[src/rtl/tdm_demux_pkg.sv]
// Shared types and frame geometry for the two-channel TDM demultiplexer.
// TDM_DEMUX_PARITY_EN adds one even-parity beat per channel to each frame.
package tdm_demux_pkg;

    typedef enum logic {StHunt, StRun} state_e;
    typedef enum logic {SlotCh0, SlotCh1} slot_e;

`ifdef TDM_DEMUX_PARITY_EN
    localparam int unsigned ParBits = 1;
`else
    localparam int unsigned ParBits = 0;
`endif

    // Valid beats per frame: both channels interleaved, plus optional parity beats.
    function automatic int unsigned frame_beats(input int unsigned width);
        return 2 * (width + ParBits);
    endfunction

endpackage

[src/rtl/tdm_deser_shift.sv]
// MSB-first deserializing shift register for one TDM channel.
// TDM_DEMUX_PARITY_EN adds a running even-parity accumulator.
module tdm_deser_shift #(
    parameter int unsigned Width = 8
) (
    input  logic             clk,
    input  logic             rst_n,
    input  logic             clr_i,
    input  logic             shift_i,
    input  logic             bit_i,
`ifdef TDM_DEMUX_PARITY_EN
    input  logic             par_beat_i,
    output logic             par_nxt_o,
`endif
    output logic [Width-1:0] word_nxt_o
);

    logic [Width-1:0] word_q, word_d, word_base;
    logic             data_shift;

`ifdef TDM_DEMUX_PARITY_EN
    logic par_q, par_d;

    assign data_shift = shift_i && !par_beat_i;

    // Parity bit and data bits all fold in; a clean channel ends at zero.
    always_comb begin
        par_d = clr_i ? 1'b0 : par_q;
        if (shift_i) begin
            par_d = par_d ^ bit_i;
        end
    end

    always_ff @(posedge clk) begin
        if (!rst_n) begin
            par_q <= 1'b0;
        end else begin
            par_q <= par_d;
        end
    end

    assign par_nxt_o = par_d;
`else
    assign data_shift = shift_i;
`endif

    always_comb begin
        word_base = clr_i ? '0 : word_q;
        word_d    = word_base;
        if (data_shift) begin
            word_d = {word_base[Width-2:0], bit_i};
        end
    end

    always_ff @(posedge clk) begin
        if (!rst_n) begin
            word_q <= '0;
        end else begin
            word_q <= word_d;
        end
    end

    assign word_nxt_o = word_d;

endmodule

[src/rtl/tdm_demux2.sv]
// Two-channel TDM demultiplexer: locks to frame_sync, deserializes ch0/ch1 words.
// TDM_DEMUX_PARITY_EN adds per-channel even-parity beats and par_err0/par_err1 outputs.
module tdm_demux2
    import tdm_demux_pkg::*;
#(
    parameter int unsigned WIDTH = 8
) (
    input  logic             clk,
    input  logic             rst_n,
    input  logic             din,
    input  logic             din_valid,
    input  logic             frame_sync,
    output logic [WIDTH-1:0] out0,
    output logic [WIDTH-1:0] out1,
    output logic             out_valid,
    output logic             sync_err,
    output logic             locked
`ifdef TDM_DEMUX_PARITY_EN
    ,
    output logic             par_err0,
    output logic             par_err1
`endif
);

    localparam int unsigned FrameBeats = frame_beats(WIDTH);
    localparam int unsigned CntW       = $clog2(FrameBeats);
    localparam logic [CntW-1:0] LastBeat = CntW'(FrameBeats - 1);

    state_e           state_q;
    logic [CntW-1:0]  cnt_q;
    logic [WIDTH-1:0] out0_q, out1_q;
    logic             out_valid_q, sync_err_q;

    slot_e            slot;
    logic             run_beat, start, misplaced, missing, data_beat, last_beat;
    logic             shift0, shift1;
    logic [WIDTH-1:0] word_nxt0, word_nxt1;

    always_comb begin
        slot      = slot_e'(cnt_q[0]);
        run_beat  = (state_q == StRun) && din_valid;
        // A marked beat always opens a new frame, whether hunting or mid-frame.
        start     = din_valid && frame_sync;
        misplaced = run_beat && frame_sync && (cnt_q != '0);
        missing   = run_beat && !frame_sync && (cnt_q == '0);
        data_beat = run_beat && !frame_sync && (cnt_q != '0);
        last_beat = data_beat && (cnt_q == LastBeat);
        shift0    = start || (data_beat && (slot == SlotCh0));
        shift1    = data_beat && (slot == SlotCh1);
    end

`ifdef TDM_DEMUX_PARITY_EN
    logic par_beat, par_nxt0, par_nxt1, par_err0_q, par_err1_q;

    assign par_beat = data_beat && (cnt_q >= CntW'(2 * WIDTH));
`endif

    tdm_deser_shift #(.Width(WIDTH)) u_ch0 (
        .clk        (clk),
        .rst_n      (rst_n),
        .clr_i      (start),
        .shift_i    (shift0),
        .bit_i      (din),
`ifdef TDM_DEMUX_PARITY_EN
        .par_beat_i (par_beat),
        .par_nxt_o  (par_nxt0),
`endif
        .word_nxt_o (word_nxt0)
    );

    tdm_deser_shift #(.Width(WIDTH)) u_ch1 (
        .clk        (clk),
        .rst_n      (rst_n),
        .clr_i      (start),
        .shift_i    (shift1),
        .bit_i      (din),
`ifdef TDM_DEMUX_PARITY_EN
        .par_beat_i (par_beat),
        .par_nxt_o  (par_nxt1),
`endif
        .word_nxt_o (word_nxt1)
    );

    always_ff @(posedge clk) begin
        if (!rst_n) begin
            state_q     <= StHunt;
            cnt_q       <= '0;
            out0_q      <= '0;
            out1_q      <= '0;
            out_valid_q <= 1'b0;
            sync_err_q  <= 1'b0;
`ifdef TDM_DEMUX_PARITY_EN
            par_err0_q  <= 1'b0;
            par_err1_q  <= 1'b0;
`endif
        end else begin
            out_valid_q <= 1'b0;
            sync_err_q  <= 1'b0;
            if (start) begin
                state_q    <= StRun;
                cnt_q      <= CntW'(1);
                sync_err_q <= misplaced;
            end else if (missing) begin
                state_q    <= StHunt;
                sync_err_q <= 1'b1;
            end else if (last_beat) begin
                cnt_q       <= '0;
                out0_q      <= word_nxt0;
                out1_q      <= word_nxt1;
                out_valid_q <= 1'b1;
`ifdef TDM_DEMUX_PARITY_EN
                par_err0_q  <= par_nxt0;
                par_err1_q  <= par_nxt1;
`endif
            end else if (data_beat) begin
                cnt_q <= cnt_q + CntW'(1);
            end
        end
    end

    assign out0      = out0_q;
    assign out1      = out1_q;
    assign out_valid = out_valid_q;
    assign sync_err  = sync_err_q;
    assign locked    = (state_q == StRun);
`ifdef TDM_DEMUX_PARITY_EN
    assign par_err0  = par_err0_q;
    assign par_err1  = par_err1_q;
`endif

endmodule

[config.mk]
export PLATFORM = sky130hd
export DESIGN_NAME = tdm_demux2
export DESIGN_NICKNAME = d
export VERILOG_FILES = /design/src/rtl/tdm_demux_pkg.sv /design/src/rtl/tdm_deser_shift.sv /design/src/rtl/tdm_demux2.sv
export SDC_FILE = /design/constraint.sdc
export NUM_CORES = 1
export LEC_CHECK = 0
export BUFFER_PORTS_ARGS = -buffer_cell sky130_fd_sc_hd__buf_2
export CAP_MARGIN = 25
export CORE_ASPECT_RATIO = 1.5
export CORE_UTILIZATION = 54
export CTS_CLUSTER_SIZE = 14
export DETAILED_ROUTE_END_ITERATION = 6
export GPL_TIMING_DRIVEN = 1
export PLACE_DENSITY = 0.77
export SLEW_MARGIN = 20
export SYNTH_ARGS = -nofsm -noshare
export SYNTH_HDL_FRONTEND = slang
export SYNTH_SLANG_ARGS = --single-unit
[constraint.sdc]
create_clock -name clk -period 1.8 [get_ports clk]
set_input_delay 0 -clock clk [delete_from_list [all_inputs] [get_ports clk]]
set_output_delay 0 -clock clk [all_outputs]
set_load 0.02 [all_outputs]
## After elaboration in Yosys (flattened, before gate mapping)

Cells that the tools add are included.
Widths: inputs -> output; s select.

- $add $sub $neg: 1
- Equal/unequal tests: 2
- Muxes and demuxes: 13
- Bitwise logic cells: 4
- Reduce and logical (&&, ||, !) cells: 22

Operators with widths:

| operator | count |
|---|---|
| $mux 8 | 4 |
| $logic_and 1x1->1 | 10 |
| $mux 4 | 2 |
| $mux 1 | 7 |
| $add 4x1->4 const B | 1 |
| $eq 4x4->1 const B | 1 |
| $logic_not 4->1 | 1 |
| $not 1->1 | 4 |
| $reduce_and 2->1 | 2 |
| $reduce_bool 2->1 | 2 |
| $reduce_bool 4->1 | 1 |
| $reduce_and 3->1 | 1 |
| $reduce_bool 3->1 | 1 |
| $reduce_or 3->1 | 1 |
| $ne 2x1->1 const B | 1 |
| $reduce_or 2->1 | 1 |
| $logic_not 1->1 | 1 |
| $logic_or 1x1->1 | 1 |

- Register bits: 39
- Logic and storage cells: 51

## Logic depth before layout (Yosys ltp)

- Depth in word-level cells: 7
- Mapped depth: 7

## By module

From an unflattened synthesis, not the netlist that was laid out.

- Cells, all modules: 181
- Area total of the unflattened synthesis: 1,639.1 um^2

Modules (own cells, without submodules):

| module | instances | cells each | area each (um^2) |
|---|---|---|---|
| tdm_demux2 | 1 | 109 | 955.9 |
| tdm_deser_shift | 2 | 36 | 341.6 |

## Least setup slack after synthesis

No wires, ideal clock.

- Path type: reg-to-reg
- Start: reg cnt_q[0]
- End: reg out0_q[0] (netlist: out0[0])
- Library setup time: 0.121 ns
- Arrival: 1.521 ns
- Required time: 1.679 ns
- Path slack: 0.158 ns
- Cell stages (with the launch flop): 7
- Path through: dfxtp_1 > inv_1 > ha_1 > nor3b_1 > o41ai_1 > mux2i_1 > a21oi_1

- Longest elaborated chain between the ends: 5
- Elaborated cells between the ends (all ways): 12
- Classes of those cells: eq/ne: 1; mux: 1; bitwise: 2; reduce/logical: 8

RTL lines:

| what | line | text |
|---|---|---|
| start, declared | tdm_demux2.sv:30 | `logic [CntW-1:0] cnt_q;` |
| start signal, assigned | tdm_demux2.sv:101 | `cnt_q <= CntW'(1);` |
| start signal, assigned | tdm_demux2.sv:116 | `cnt_q <= cnt_q + CntW'(1);` |
| $reduce_bool 4->1 | tdm_demux2.sv:46 | `data_beat = run_beat && !frame_sync && (cnt_q != '0);` |
| $logic_and 1x1->1 | tdm_demux2.sv:46 |  |
| $logic_and 1x1->1 | tdm_demux2.sv:48 | `shift0 = start \|\| (data_beat && (slot == SlotCh0));` |
| $logic_or 1x1->1 | tdm_demux2.sv:48 |  |
| $mux 8 | tdm_deser_shift.sv:50 | `if (data_shift) begin` |
| end signal, assigned | tdm_demux2.sv:108 | `out0_q <= word_nxt0;` |
| end, declared | tdm_demux2.sv:31 | `logic [WIDTH-1:0] out0_q, out1_q;` |

Parallel ways exist; a longest one is shown, timed or not.
A chain may end at the register's enable or synchronous reset.

## Final worst setup path

- Start: reg cnt_q[0]
- End: reg out0_q[6] (netlist: out0[6])

Same word-level chain as after synthesis.

==> summary.txt <==
Status = complete, no violations
Crit path DAT = 1980 ps
Fraction of the cycle the final worst path needs = 0.971
Vias in the first global route = 1,061
Mapped cell area = 0.00148 mm^2
Max cap viols = 0
Antenna violations before repair = 0
Synth cell types = 28
Worst path slowest cell = or3b_4
Synth warn = 0
Post-Syn Nets = 153
Clock tree sinks = 39
Logic pwr share = 0.051
Worst-path cell chain = inv_1, ha_1, or3b_4, and3_2, mux2i_1, a21oi_1
Internal power = 1080 uW
CP bufs+invs = 1
Reg2reg start = cnt_q[0]
Gpl congestion = 0.786
# nets final = 179
Clock buffer depth = 2
Worst Setup Start Kind = flip-flop
Clk_lat worst skew = 340 ps
TritonCTS buffer count = 5
Synthesized instance count = 146
Synth area leaders = dfxtp_1 (53%), mux2i_1 (12%), a21oi_1 (5.8%)
Synth Flop Type = dfxtp_1
Iteration-0 DRC Markers = 22
DIE HEIGHT = 66.1 um
Global Route Usage Sum = 0.218
N_diodes = 0
HP Class = in2reg
Synthesized flop and latch total = 39
CTS tree = done
Clock power frac = 0.323
Initial Util = 0.583
Die area = 0.00295 mm^2
I/O Buffers = 23
Most frequent cells in the layout = dfxtp_1 (39), buf_2 (23), a21oi_1 (17)
Yosys top cell area share = 0.528
Worst Path Max Fanout = 6
Layout cells sized above 1 = 0.227
Switch Pwr = 315 uW
PwrDens = 819 mW/mm^2
Detailed Route WL = 2720 um
Num ports = 24
RSZ-0062 raised after global routing = yes
Crit path time final = 1750 ps
Slew @ Worst Pin = 586 ps
WL per Instance = 13.1 um
Post-DRT Antenna Nets = 0
TritonRoute pass-1 iters = 4
Post-synth EDFFs = 0
Clk slew on worst S/H paths = 110 ps
Die Span X = 44.7 um
Clock skew = 10.1 ps
Hold EP = out0[0]
Max Clock Freq = 0.572 GHz
# fillers = 224
Reg power frac = 0.626
H-tree depth = 2
Slowest cell delay on critical path = 420 ps
Hold path start = rst_n
Worst path required time = 2030 ps
Crit Path Class = reg2reg
Max-slew headroom = 0.608
R2R Path End = out0[6]
Postcts setup bufs = 0
# setup viols final = 0
CP Capture Type = flip-flop
Final max-slew violation count = 0
Sequential area share after synthesis = 0.528
Hold Path Stages = 3
LEAKAGE = 0.000765 uW
Worst Reg-to-Reg Cells = 6
FFs w/ async S/R, synth = 0
Core area = 0.00253 mm^2
Switch share = 0.226
Syn_area_per_cell = 10.1 um^2
R2R Setup Slk = 50 ps
Maximum vdd ir drop = 704 uV
WHS = 88.6 ps
CP top delay family = simple AND/OR/NAND/NOR gates
Synth area leader = dfxtp_1
Hold violation total from the final report = 0
GRT Residual Overflow = 0
Routed vias/inst = 5.27
Core Rows = 22
DRC Markers = 0
DP HPWL = 1780 um
Layout area overhead = 14.9%
Commonest non-fill, non-tap cell in the layout = dfxtp_1
Clock root buffer = clkbuf_4
Via count = 1,097
First-pass GRT wire length = 4620 um
Final Util = 0.670
Pin count of the biggest net entering global routing = 36
## worst min-delay path, delay by kind of cell
family | cells | cell delay (ps)
AOI/OAI and AO/OA | 2 | 170
buffers and inverters | 1 | 230
## metrics by stage
stage / total power, uW / instances / setup WS [ps] / cell area, um^2 / TNS (ps)
floorplan: 930 / 146 / 158 / 1480 / 0
global placement: 947 / 198 / 146 / 1590 / 0
detailed placement: 951 / 198 / 70.8 / 1590 / 0
CTS: 1390 / 208 / 46.7 / 1670 / 0
global route: 1450 / 208 / -32.5 / 1700 / -116
finish: 1390 / 208 / 51.8 / 1700 / 0
## metal layers
metal  track usage  vias to the layer above  share of wire
met5             0                        -              0
met4         0.117                        0          0.019
met3        0.0683                        7          0.036
met2         0.362                       17           0.49
met1         0.241                      514           0.45
li1              -                      559              -
## cell type report
cell class	count	area [um^2]	area share
clock inverters	1	5.00	0.00295
multi-input cells	96	636	0.374
flip-flops and latches	39	781	0.460
inverters	2	7.51	0.00442
well taps	36	45.0	0.0265
repair buffers	28	173	0.102
clock buffers	6	51.3	0.0302
## power by group through the flow
stage          registers, uW  clock network, uW  logic [uW]
2_1_floorplan            893                  0        37.4
3_3_place_gp             889                  0        58.2
3_5_place_dp             890                  0        61.2
4_1_cts                  870                458        66.6
5_1_grt                  871                499        78.3
6_report                 870                449        71.0
## what timing repair did
item,in CTS,in global routing
setup endpoints to repair,0,18
hold endpoints to repair,4,0
resized for setup,0,5
hold buffers,3,0
## synthesized netlist by cell type (2+ instances only)
cell,count
dfxtp_1,39
nand2_1,5
buf_6,6
clkbuf_1,3
mux2i_1,17
and2_1,2
inv_1,2
nor2_1,16
o21ai_1,12
nand3_1,2
xor2_1,2
and3_1,2
a21oi_1,17
nor3b_1,2
o21ai_0,4
ha_1,2
nor2b_1,2
## registers in the layout, summed over array words and instances (netlist names)
signal,flops
out1,8
out0,8
locked,1
u_ch0.word_q,8
sync_err,1
cnt_q,4
out_valid,1
u_ch1.word_q,8
## cell families after synthesis
| group | share of synthesized area |
|---|---|
| DFF | 0.528 |
| buffers and inverters | 0.0584 |
| xor gates and xnor gates | 0.0178 |
| muxes | 0.115 |
| adders and majority gates | 0.0169 |
| AOI/OAI and AO/OA | 0.127 |
| and+or+nand+nor | 0.136 |
## worst max path at each step
stage	startpoint	endpoint	slack (ps)	cells past startpoint
CTS	cnt_q[1]	out0[6]	50	6
detailed placement	cnt_q[1]	out0[6]	70	6
finish	cnt_q[0]	out0[6]	50	6
global placement	cnt_q[1]	out0[4]	150	6
global route	cnt_q[1]	out0[4]	-30	6
floorplan	cnt_q[0]	out0[0]	160	6
(Power assumes the default switching activity.)
